File: config.mk
export PLATFORM = sky130hd
export DESIGN_NAME = ysyx_23060201_wbu
export DESIGN_NICKNAME = d
export VERILOG_FILES = /design/src/rtl/ysyx_23060201_wbu.sv
export SDC_FILE = /design/constraint.sdc
export NUM_CORES = 1
export LEC_CHECK = 0
export BUFFER_PORTS_ARGS = -buffer_cell sky130_fd_sc_hd__buf_2
export CAP_MARGIN = 5
export CORE_MARGIN = 2
export CORE_UTILIZATION = 30
export DETAILED_ROUTE_END_ITERATION = 8
export PLACE_DENSITY = 0.46
export SLEW_MARGIN = 10
export SYNTH_ARGS = -nofsm -noshare
export SYNTH_HDL_FRONTEND = slang
export SYNTH_SLANG_ARGS = --single-unit
File: constraint.sdc
create_clock -name clk -period 7.1 [get_ports clk]
set_input_delay 0.71 -clock clk [delete_from_list [all_inputs] [get_ports clk]]
set_output_delay 0.71 -clock clk [all_outputs]
set_load 0.05 [all_outputs]
File: src/rtl/ysyx_23060201_wbu.sv
// ============================================================================
// Module   : ysyx_23060201_wbu
// Purpose  : GPR write-back unit; LSU/EXU arbitration, in-order queue,
//            registered write port, pending mask, optional forwarding lookup
//            (enabled by YSYX_23060201_WBU_FWD_EN).
// Revision : 1.0 - initial release
// ============================================================================
`default_nettype none

module ysyx_23060201_wbu #(
    parameter int GPR_ADDR_WIDTH = 5,
    parameter int DATA_WIDTH     = 32,
    parameter int QUEUE_DEPTH    = 4
) (
    input  logic                         clk,
    input  logic                         rst,
    input  logic                         exu_valid_i,
    output logic                         exu_ready_o,
    input  logic [GPR_ADDR_WIDTH-1:0]    exu_rd_i,
    input  logic [DATA_WIDTH-1:0]        exu_wdata_i,
    input  logic                         lsu_valid_i,
    output logic                         lsu_ready_o,
    input  logic [GPR_ADDR_WIDTH-1:0]    lsu_rd_i,
    input  logic [DATA_WIDTH-1:0]        lsu_wdata_i,
    output logic                         gpr_wen_o,
    output logic [GPR_ADDR_WIDTH-1:0]    gpr_waddr_o,
    output logic [DATA_WIDTH-1:0]        gpr_wdata_o,
    output logic [2**GPR_ADDR_WIDTH-1:0] pend_mask_o,
    input  logic [GPR_ADDR_WIDTH-1:0]    fwd_raddr_i,
    output logic                         fwd_hit_o,
    output logic [DATA_WIDTH-1:0]        fwd_data_o
);

    localparam int PTR_W = $clog2(QUEUE_DEPTH);
    localparam int CNT_W = PTR_W + 1;
    localparam int NREG  = 2**GPR_ADDR_WIDTH;

    logic [GPR_ADDR_WIDTH-1:0] rd_q   [QUEUE_DEPTH];
    logic [DATA_WIDTH-1:0]     data_q [QUEUE_DEPTH];
    logic [PTR_W-1:0]          head_q, head_d;
    logic [PTR_W-1:0]          tail_q, tail_d;
    logic [CNT_W-1:0]          cnt_q, cnt_d;
    logic                      gpr_wen_q;
    logic [GPR_ADDR_WIDTH-1:0] gpr_waddr_q;
    logic [DATA_WIDTH-1:0]     gpr_wdata_q;

    logic                      full, pop, push, lsu_fire, exu_fire;
    logic [GPR_ADDR_WIDTH-1:0] push_rd;
    logic [DATA_WIDTH-1:0]     push_data;
    logic [QUEUE_DEPTH-1:0]    live;
    logic [NREG-1:0]           mask;

    // Full is taken from registered occupancy only: a same-cycle pop never frees a slot.
    assign full        = (cnt_q == CNT_W'(QUEUE_DEPTH));
    assign pop         = (cnt_q != '0);
    assign lsu_ready_o = !rst && !full;
    assign exu_ready_o = !rst && !full && !lsu_valid_i;
    assign lsu_fire    = lsu_valid_i && lsu_ready_o;
    assign exu_fire    = exu_valid_i && exu_ready_o;
    assign push_rd     = lsu_fire ? lsu_rd_i    : exu_rd_i;
    assign push_data   = lsu_fire ? lsu_wdata_i : exu_wdata_i;
    assign push        = (lsu_fire || exu_fire) && (push_rd != '0);

    always_comb begin
        head_d = pop  ? head_q + PTR_W'(1) : head_q;
        tail_d = push ? tail_q + PTR_W'(1) : tail_q;
        cnt_d  = cnt_q + CNT_W'(push) - CNT_W'(pop);
    end

    always_ff @(posedge clk) begin
        if (rst) begin
            head_q      <= '0;
            tail_q      <= '0;
            cnt_q       <= '0;
            gpr_wen_q   <= 1'b0;
            gpr_waddr_q <= '0;
            gpr_wdata_q <= '0;
        end else begin
            head_q    <= head_d;
            tail_q    <= tail_d;
            cnt_q     <= cnt_d;
            gpr_wen_q <= pop;
            if (push) begin
                rd_q[tail_q]   <= push_rd;
                data_q[tail_q] <= push_data;
            end
            if (pop) begin
                gpr_waddr_q <= rd_q[head_q];
                gpr_wdata_q <= data_q[head_q];
            end
        end
    end

    always_comb begin
        live = '0;
        mask = '0;
        for (int i = 0; i < QUEUE_DEPTH; i++) begin
            live[i] = ({1'b0, PTR_W'(i) - head_q} < cnt_q);
            if (live[i]) mask[rd_q[i]] = 1'b1;
        end
        if (gpr_wen_q) mask[gpr_waddr_q] = 1'b1;
        mask[0] = 1'b0;
    end

    assign pend_mask_o = mask;
    assign gpr_wen_o   = gpr_wen_q;
    assign gpr_waddr_o = gpr_waddr_q;
    assign gpr_wdata_o = gpr_wdata_q;

`ifdef YSYX_23060201_WBU_FWD_EN
    logic [PTR_W-1:0] fwd_idx;

    // Scan oldest to youngest so the last (tail-most) match wins over the output stage.
    always_comb begin
        fwd_hit_o  = 1'b0;
        fwd_data_o = '0;
        fwd_idx    = '0;
        if (fwd_raddr_i != '0) begin
            if (gpr_wen_q && (gpr_waddr_q == fwd_raddr_i)) begin
                fwd_hit_o  = 1'b1;
                fwd_data_o = gpr_wdata_q;
            end
            for (int k = 0; k < QUEUE_DEPTH; k++) begin
                fwd_idx = head_q + PTR_W'(k);
                if ((CNT_W'(k) < cnt_q) && (rd_q[fwd_idx] == fwd_raddr_i)) begin
                    fwd_hit_o  = 1'b1;
                    fwd_data_o = data_q[fwd_idx];
                end
            end
        end
    end
`else
    logic unused_fwd_raddr;
    assign unused_fwd_raddr = ^fwd_raddr_i;
    assign fwd_hit_o        = 1'b0;
    assign fwd_data_o       = '0;
`endif

endmodule

`default_nettype wire

==> metrics.md, run 1 <==
| Metric | Value |
|---|---|
| Final worst-path cycle share | `60.9%` |
| Setup Skew | `0.0144 ns` |
| First-pass GRT wire length | `39,200 um` |
| Die H | `185 um` |
| Critical path class | `reg -> out` |
| Wire length per cell | `19.3 um` |
| CP Launch Type | `flip-flop` |
| Req. time, crit path | `6.39 ns` |
| Avg Inst Size Synth | `12.4 um^2` |
| Fin cells | `1,370` |
| P_sw | `1.97 mW` |
| Initial antenna violation count | `0` |
| Clock slew at reported path FFs | `0.07 ns` |
| Ys async rst share | `0%` |
| Total gr overflow | `0` |
| Status | `completed` |
| Crit path time final | `4.32 ns` |
| Layout cells sized above 1 | `31.3%` |
| Drt first pass iters | `5` |
| Detail Route Antenna Nets | `0` |
| Die X | `185 um` |
| Flop pwr share | `36.4%` |
| DP Wirelength | `17,800 um` |
| Buffers on Ports | `148` |
| # IOs | `188` |
| CP endpoint kind | `primary output` |
| Lkg Pwr | `4.26 nW` |
| Rel. slew slack | `29.1%` |
| Pre-CTS setup slack | `3.23 ns` |
| Area Growth Syn to Fin | `16.2%` |
| Clock share of power | `20.8%` |
| PD cells | `398 nW/um^2` |
| CTS root buf | `clkbuf_16` |
| Final Total Pwr | `4.55 mW` |
| Hold_ws | `0.450 ns` |
| Clock sink total | `193` |
| Synthesized flop and latch total | `193` |
| Initial DRC Count | `571` |
| Setup Viol. Count Final | `0` |
| Synth cell types | `71` |
| Final Hold Viols | `0` |
| P_int | `2.58 mW` |
| Top_reg_cell synth | `edfxtp_1` |
| DRC errors left | `0` |
| Max Cap Viol | `0` |
| Starting density of the core | `30.3%` |
| Final worst slack | `2.78 ns` |
| GP Congestion | `0.937` |
| Drt total wl | `26,400 um` |
| Num CTS Buffers | `17` |
| Worst-path fanout max | `46` |
| Number of global-route vias before repair | `6,478` |
| Synth Instances | `791` |
| Tot GR Track Use | `15.4%` |
| Full die area | `34,300 um^2` |
| Nets@finish | `1,009` |
| # rows | `66` |
| Worst hold path type | `reg -> reg` |
| Clk buf depth | `2` |
| Sequential share of the synthesized area | `54.3%` |
| Post-CTS setup buffer count | `0` |
| RSZ-0062 raised after global routing | `no` |
| Net Sw Frac | `43.3%` |
| Post-synth EDFFs | `148` |
| Core Region | `32,500 um^2` |
| Setup tns final | `0 ns` |
| Cells after DPL | `1,338` |
| Placed cell areas | `10,800 um^2` |
| Least-Margin Pin Slew | `1.06 ns` |
| Htree depth | `4` |
| Finished Cell Area | `11,400 um^2` |
| Max frequency | `231 MHz` |
| Worst path arrival time | `3.61 ns` |
| Fin util | `35.3%` |
| Antenna cells | `0` |
| CTS tree | `done` |
| DR vias | `6,868` |
| Max Slew Vio Count | `0` |
| Largest net degree at the start of global routing | `47` |
| Via-to-Cell Ratio | `5.01` |
| Cts repair resizes | `0` |
| Worst VDD drop | `0.000173 V` |
| Synth Cell Area | `9840 um^2` |
| YS warnings | `0` |
| # hold bufs at CTS | `0` |
| Clk_lat worst skew | `0.43 ns` |
| Logic pwr share | `42.8%` |
-- registers in the layout (all words and copies together), names as in the netlist --
name / cells
tail_q: 2
gpr_waddr_o: 5
gpr_wdata_o: 32
data_q: 128
rd_q: 20
head_q: 2
cnt_q: 3
gpr_wen_o: 1
-- cell usage in the layout (no fill, tap or decap), types with 10 or more instances in the layout --
master,n
a21oi_1,43
a22oi_1,12
buf_2,148
clkbuf_16,17
conb_1,34
dfxtp_1,43
edfxtp_1,148
ha_1,10
inv_1,18
mux2_4,30
mux4_2,37
nand2_1,99
nand2b_1,18
nand3_1,32
nand4_1,23
nor2_1,26
nor2b_1,22
nor3_1,20
o22ai_1,10
-- kinds of logic after synthesis --
family          after synthesis  share of synthesized area [%]
compound gates              108                           8.33
xor+xnor                      4                          0.356
fa+ha+maj                    11                           1.47
buf+inv                     104                           5.80
flops                       193                           54.3
mux                          75                           13.9
other cells                   1                         0.0381
simple gates                295                           15.8
-- final timing paths --
check	startpoint	endpoint	cells after the start	slack, ns
setup / recovery	head_q[0]$_SDFFE_PP0P_	pend_mask_o[6]	8	2.78
hold / removal	gpr_wdata_o[15]$_SDFFE_PP0P_	gpr_wdata_o[15]$_SDFFE_PP0P_	2	0.45
setup reg to reg	cnt_q[0]$_SDFF_PP0_	cnt_q[2]$_SDFF_PP0_	11	4.42
hold reg to reg	gpr_wdata_o[15]$_SDFFE_PP0P_	gpr_wdata_o[15]$_SDFFE_PP0P_	2	0.45
-- power groups by stage --
stage	sequential (mW)	clock [mW]	combinational [mW]
after global placement	1.69	0	1.97
after detailed placement	1.69	0	1.97
after CTS	1.67	0.976	1.97
after floorplan	1.87	0	1.30
after global routing	1.70	1.02	2.10
final	1.66	0.947	1.95
-- Yosys cell counts, drive strengths merged, types with 22 or more instances --
| master | instances | area (um^2) |
|---|---|---|
| edfxtp | 148 | 4440 |
| nand2 | 100 | 383 |
| nand3 | 32 | 160 |
| a21oi | 44 | 231 |
| mux2 | 37 | 529 |
| mux4 | 37 | 833 |
| nand4 | 24 | 165 |
| nor3 | 22 | 110 |
| nor2b | 23 | 151 |
| dfxtp | 45 | 901 |
| nor2 | 26 | 97.6 |
| buf | 53 | 378 |
| clkbuf | 32 | 121 |
-- per-layer routing --
| metal | vias up | part of all wire [%] | GRT usage (%) |
|---|---|---|---|
| li1 | 3173 | - | - |
| met1 | 3345 | 44 | 20.3 |
| met2 | 295 | 47 | 25.4 |
| met3 | 55 | 5.1 | 2.24 |
| met4 | 0 | 3.5 | 6.38 |
| met5 | - | 0 | 0 |
-- cell type report --
type | count | area, um^2
Multi-Input combinational cell | 527 | 4070
Inverter | 19 | 71.3
Clock buffer | 19 | 443
Sequential cell | 193 | 5350
Clock inverter | 13 | 149
Timing Repair Buffer | 157 | 808
Tap cell | 442 | 553
Fill cell | 3248 | 21000
-- critical path, stage by stage, from the launching register on --
cell,delay [ns]
dfxtp_4,0.96
xnor2_1,0.23
inv_1,0.07
ha_1,0.26
and2b_2,0.26
a2111oi_4,0.67
a2bb2oi_1,0.25
nand3b_1,0.19
buf_2,0.28
No activity file was read; power rests on OpenSTA's default activity.
==> run 2: changes to the inputs <==
- PLACE_DENSITY: 0.46 -> 0.47
- clock period: 7.1 -> 3.6 ns (I/O delays scaled with it)
==> metrics.md, run 2 (synthesized netlist as in run 1, its figures left out) <==
| Metric | Value |
|---|---|
| Status | `completed` |
| Critical path class | `reg -> out` |
| Via-to-Cell Ratio | `5.00 (-0.25%)` |
| Number of global-route vias before repair | `6,696 (+3.4%)` |
| Starting density of the core | `30.3% (unchanged)` |
| Clock share of power | `19.8% (-1.0 points)` |
| Tot GR Track Use | `16.2% (+0.74 points)` |
| Wire length per cell | `19.6 um (+1.6%)` |
| Total gr overflow | `0 (unchanged)` |
| Die H | `185 um (unchanged)` |
| Area occupied by registers | `5350 um^2 (about the same)` |
| Commonest cells after routing, fill and taps aside | `148 x edfxtp_1, 148 x buf_2, 99 x nand2_1, 43 x a21oi_1, 43 x dfxtp_1` |
| CTS root buf | `clkbuf_16` |
| Clock sink total | `193 (unchanged)` |
| Multi-input gate area | `4060 um^2 (-0.12%)` |
| # IOs | `188 (unchanged)` |
| Pre-CTS setup slack | `0.556 ns (-2.67 ns)` |
| Max frequency | `295 MHz` |
| Finished Cell Area | `11,500 um^2 (+0.55%)` |
| GP Congestion | `0.896 (-4.3%)` |
| Num CTS Buffers | `17 (unchanged)` |
| P_sw | `3.93 mW (+99%)` |
| Clk_lat worst skew | `0.43 ns (about the same)` |
| # rows | `66 (unchanged)` |
| RSZ-0062 raised after global routing | `no` |
| Largest register FFs | `128 (unchanged)` |
| Worst-path fanout max | `14 (-70%)` |
| Core Region | `32,500 um^2 (unchanged)` |
| DRC errors left | `0 (unchanged)` |
| Clk buf depth | `2 (unchanged)` |
| Final Hold Viols | `0 (unchanged)` |
| Full die area | `34,300 um^2 (unchanged)` |
| Crit path time final | `3.39 ns` |
| First-pass GRT wire length | `41,000 um (+4.4%)` |
| Initial DRC Count | `587 (+2.8%)` |
| Htree depth | `4 (unchanged)` |
| DP Wirelength | `18,700 um (+4.8%)` |
| Antenna cells | `0 (unchanged)` |
| Req. time, crit path | `3.24 ns (-3.15 ns)` |
| Placed cell areas | `10,900 um^2 (+0.85%)` |
| Register bank with the most flops | `data_q` |
| Clock slew at reported path FFs | `0.07 ns (about the same)` |
| Drt first pass iters | `5 (unchanged)` |
| Final Total Pwr | `8.98 mW (+97%)` |
| Flop pwr share | `35.3% (-1.1 points)` |
| # fillers | `3,220 (-0.86%)` |
| Setup Skew | `0.00839 ns (-0.00605 ns)` |
| Detail Route Antenna Nets | `0 (unchanged)` |
| Logic pwr share | `44.9% (+2.1 points)` |
| Max Cap Viol | `0 (unchanged)` |
| Layout cells sized above 1 | `31.7% (+0.48 points)` |
| Worst path arrival time | `3.03 ns (-0.58 ns)` |
| DR vias | `6,891 (+0.33%)` |
| Setup tns final | `0 ns (unchanged)` |
| Fin util | `35.4% (+0.19 points)` |
| Setup Viol. Count Final | `0 (unchanged)` |
| Drt total wl | `27,000 um (+2.2%)` |
| PD cells | `781 nW/um^2 (+96%)` |
| Die X | `185 um (unchanged)` |
| Rel. slew slack | `40.1% (+11 points)` |
| Net Sw Frac | `43.7% (+0.44 points)` |
| CP endpoint kind | `primary output` |
| Worst VDD drop | `0.000409 V (+140%)` |
| Buffers on Ports | `148 (unchanged)` |
| Largest net degree at the start of global routing | `46 (-2.1%)` |
| Area Growth Syn to Fin | `16.9%` |
| Final worst-path cycle share | `94.2%` |
| Final worst slack | `0.209 ns (-2.57 ns)` |
| Least-Margin Pin Slew | `0.890 ns (-0.171 ns)` |
| CTS tree | `done` |
| Worst hold path type | `in -> reg` |
| Max Slew Vio Count | `0 (unchanged)` |
| CP Launch Type | `flip-flop` |
| Initial antenna violation count | `1 (+1)` |
| Lkg Pwr | `4.29 nW (+0.91%)` |
| P_int | `5.06 mW (+96%)` |
| Nets@finish | `1,018 (+0.89%)` |
-- run 2: cell types whose count changed in the layout (fill, tap and decap cells not counted), sizes merged --
cell	change
clkbuf	-2
clkinvlp	-1
clkinv	+4
buf	+9
inv	-1
bufinv	-1
-- run 2: through the flow --
| step | hold slack [ns] | instances |
|---|---|---|
| 3_5_place_dp | 0.442 | 1346 |
| 3_3_place_gp | 0.437 | 1346 |
| 6_report | 0.257 | 1378 |
| 2_1_floorplan | 0.475 | 824 |
| 4_1_cts | 0.236 | 1377 |
| 5_1_grt | 0.243 | 1378 |
-- run 2: power groups by stage --
stage	combinational, mW	clock (mW)	sequential [mW]
after floorplan	2.56	0	3.68
after global placement	4.06	0	3.22
after detailed placement	4.06	0	3.22
after CTS	4.08	1.84	3.17
after global routing	4.36	1.93	3.23
final	4.03	1.78	3.18
-- run 2: final timing paths --
kind                                start                      endpoint  slack, ns  cells after the start
min reg2reg  gpr_wdata_o[28]$_SDFFE_PP0P_  gpr_wdata_o[28]$_SDFFE_PP0P_       0.45                      2
max reg2reg           cnt_q[0]$_SDFF_PP0_           cnt_q[2]$_SDFF_PP0_       0.87                     11
min                       exu_wdata_i[14]       data_q[3][14]$_DFFE_PP_       0.26                      2
max                head_q[1]$_SDFFE_PP0P_               pend_mask_o[15]       0.21                      8
-- run 2: timing repair --
item / 4_1_cts / 5_1_grt
hold buffers: 0 / 0
buffers inserted: 0 / 1
resized for setup: 0 / 1
setup endpoints to repair: 0 / 9
-- run 2: worst max-delay path: stages, from the launching register on --
cell	delay, ns
dfxtp_4	0.49
xnor2_1	0.18
inv_1	0.07
ha_1	0.27
and2b_2	0.26
a211o_2	0.44
o31ai_1	0.44
or4_1	0.20
buf_2	0.26
-- run 2: area by class of cell --
class | count | area share (%)
Sequential cell | 193 | 46.5
Inverter | 19 | 0.620
Timing Repair Buffer | 166 | 7.94
Clock buffer | 17 | 3.70
Multi-Input combinational cell | 527 | 35.3
Clock inverter | 14 | 1.10
Tap cell | 442 | 4.81
-- run 2: metal layers --
| metal | track usage, % | up-vias | routed length, um |
|---|---|---|---|
| met1 | 21.8 | 3380 | 12300 |
| li1 | - | 3177 | - |
| met4 | 6.92 | 0 | 823 |
| met5 | 0 | - | 0 |
| met3 | 3.19 | 46 | 1560 |
| met2 | 25.4 | 288 | 12300 |
==> run 3: changes to the inputs <==
- BUFFER_PORTS_ARGS: -buffer_cell sky130_fd_sc_hd__buf_2 -> -buffer_cell sky130_fd_sc_hd__buf_4
==> metrics.md, run 3 (synthesized netlist as in run 1, its figures left out) <==
| Metric | Value |
|---|---|
| R2r setup slk | `0.87 ns (about the same)` |
| Lkg Pwr | `4.36 nW (+1.5%)` |
| Clock sink total | `193 (unchanged)` |
| Final worst-path cycle share | `92.9% (-1.3 points)` |
| First-pass GRT wire length | `41,400 um (+1.1%)` |
| Status | `completed` |
| Buf+Inv Stages, Crit Path | `2 (unchanged)` |
| Max Slew Vio Count | `0 (unchanged)` |
| Num CTS Buffers | `17 (unchanged)` |
| Total gr overflow | `0 (unchanged)` |
| Drt first pass iters | `5 (unchanged)` |
| Least-Margin Pin Slew | `0.820 ns (-0.0708 ns)` |
| Setup Skew | `0.0123 ns (+0.00389 ns)` |
| Via-to-Cell Ratio | `4.99 (-0.17%)` |
| Setup tns final | `0 ns (unchanged)` |
| Clock slew at reported path FFs | `0.07 ns (about the same)` |
| Req. time, crit path | `3.24 ns (about the same)` |
| Die X | `185 um (unchanged)` |
| Number of global-route vias before repair | `6,779 (+1.2%)` |
| CTS root buf | `clkbuf_16` |
| Worst hold start | `exu_wdata_i[14]` |
| DR vias | `6,864 (-0.39%)` |
| Commonest cells after routing, fill and taps aside | `159 x buf_4, 148 x edfxtp_1, 99 x nand2_1, 43 x a21oi_1, 43 x dfxtp_1` |
| Starting density of the core | `30.3% (unchanged)` |
| Post-CTS setup buffer count | `0 (unchanged)` |
| Hold EP | `data_q[0][14]$_DFFE_PP_` |
| Most common cell after layout, fill and taps aside | `buf_4` |
| # rows | `66 (unchanged)` |
| DP Wirelength | `19,000 um (+2.0%)` |
| Worst hold stages | `2 (unchanged)` |
| # IOs | `188 (unchanged)` |
| DRC errors left | `0 (unchanged)` |
| R2R Path Start | `cnt_q[0]$_SDFF_PP0_` |
| Drt total wl | `27,400 um (+1.6%)` |
| Nets@finish | `1,014 (-0.39%)` |
| GP Congestion | `0.920 (+2.6%)` |
| Tot GR Track Use | `16.3% (+0.10 points)` |
| Initial DRC Count | `461 (-21%)` |
| Worst path arrival time | `2.99 ns (-0.04 ns)` |
| Final Hold Viols | `0 (unchanged)` |
| CP endpoint kind | `primary output` |
| Worst-path fanout max | `12 (-2)` |
| Antenna cells | `0 (unchanged)` |
| Clk buf depth | `2 (unchanged)` |
| Core Region | `32,500 um^2 (unchanged)` |
| Htree depth | `4 (unchanged)` |
| Pre-CTS setup slack | `0.780 ns (+0.224 ns)` |
| Final worst slack | `0.255 ns (+0.0454 ns)` |
| Setup Viol. Count Final | `0 (unchanged)` |
| Largest net degree at the start of global routing | `46 (unchanged)` |
| Full die area | `34,300 um^2 (unchanged)` |
| # hold bufs at CTS | `0 (unchanged)` |
| Register bank with the most flops | `data_q` |
| Clk_lat worst skew | `0.42 ns (about the same)` |
| Worst hold path type | `in -> reg` |
| # fillers | `3,246 (+0.81%)` |
| Detail Route Antenna Nets | `0 (unchanged)` |
| Cts repair resizes | `0 (unchanged)` |
| CTS tree | `done` |
| CP Launch Type | `flip-flop` |
| RSZ-0062 raised after global routing | `no` |
| PD cells | `776 nW/um^2 (-0.62%)` |
| Initial antenna violation count | `0 (-1)` |
| Worst path cell trace | `xnor2_1 -> inv_1 -> ha_1 -> and2b_2 -> a2111oi_4 -> a2bb2oi_1 -> nand3b_1 -> buf_4` |
| R2R Path End | `cnt_q[2]$_SDFF_PP0_` |
| Critical path's top delay family | `compound AO/OA/AOI/OAI gates` |
| Die H | `185 um (unchanged)` |
| Wire length per cell | `19.9 um (+1.8%)` |
| Area Growth Syn to Fin | `20.6%` |
| Max Cap Viol | `0 (unchanged)` |
| Reg2Reg Depth | `11 (unchanged)` |
| Buffers on Ports | `148 (unchanged)` |
| Rel. slew slack | `45.3% (+5.2 points)` |
| Crit path time final | `3.35 ns (-0.0454 ns)` |
| Largest register FFs | `128 (unchanged)` |
| Worst VDD drop | `0.000344 V (-16%)` |
| Max frequency | `299 MHz (+1.4%)` |
| Max stage delay on crit path | `0.66 ns (+0.17 ns)` |
| Critical path class | `reg -> out` |
| Worst path slowest cell | `a2111oi_4` |
| Layout cells sized above 1 | `31.5% (-0.22 points)` |
run 3: cell types whose count changed in the layout (fill, tap and decap cells not counted):
cell,before,now
clkinvlp_4,2,3
buf_2,148,0
clkbuf_1,0,1
clkinv_4,3,4
dfxtp_2,0,1
buf_4,15,159
dfxtp_4,2,1
bufinv_16,0,1
inv_6,3,1
clkinv_1,1,0
run 3: layout make-up:
cell class                      count  area (um^2)  area share [%]
Clock buffer                       18          429            3.62
Clock inverter                     14          151            1.28
Inverter                           19         71.3           0.601
Multi-Input combinational cell    527         4060            34.2
Sequential cell                   193         5350            45.1
Tap cell                          442          553            4.66
Timing Repair Buffer              162         1250            10.6
run 3: worst reg2reg max path: stages, from the launching register on:
cell and delay [ns]:
dfxtp_1 0.58, nor2_1 0.14, a21oi_4 0.27, o21a_1 0.30, inv_1 0.08, ha_1 0.27
inv_1 0.04, ha_1 0.18, fa_1 0.38, xnor2_1 0.17, xnor2_1 0.14, nor2_1 0.05
run 3: metal layers:
| metal | track usage, % | vias up | part of all wire (%) | wire length (um) |
|---|---|---|---|---|
| met2 | 26.4 | 270 | 47 | 12900 |
| met3 | 2.71 | 41 | 5.1 | 1400 |
| li1 | - | 3180 | - | - |
| met4 | 6.03 | 0 | 2.8 | 759 |
| met5 | 0 | - | 0 | 0 |
| met1 | 21.8 | 3373 | 45 | 12400 |
run 3: worst max-delay path by stage:
| stage | slack [ns] | to | from | cells past startpoint |
|---|---|---|---|---|
| 6_report | 0.25 | pend_mask_o[6] | head_q[0]$_SDFFE_PP0P_ | 8 |
| 3_5_place_dp | 0.78 | pend_mask_o[22] | head_q[1]$_SDFFE_PP0P_ | 8 |
| 5_1_grt | 0.15 | pend_mask_o[26] | head_q[0]$_SDFFE_PP0P_ | 8 |
| 3_3_place_gp | 0.75 | pend_mask_o[29] | head_q[0]$_SDFFE_PP0P_ | 8 |
| 4_1_cts | 0.30 | pend_mask_o[23] | cnt_q[1]$_SDFF_PP0_ | 8 |
| 2_1_floorplan | 0.70 | pend_mask_o[16] | head_q[0]$_SDFFE_PP0P_ | 9 |
run 3: stage by stage:
stage	total power, mW	instance area, um^2	hold WS (ns)	std cells	utilization [%]
global placement	7.48	11300	0.439	1343	34.8
CTS	9.34	11900	0.249	1375	36.6
finish	9.21	11900	0.269	1375	36.6
detailed placement	7.48	11300	0.446	1343	34.8
floorplan	6.24	9970	0.475	824	-
global route	9.74	11900	0.249	1375	36.6
run 3: where the power goes:
group	switching, mW	internal, mW
Sequential	0.360	2.83
Clock	0.850	0.979
Combinational	2.71	1.48
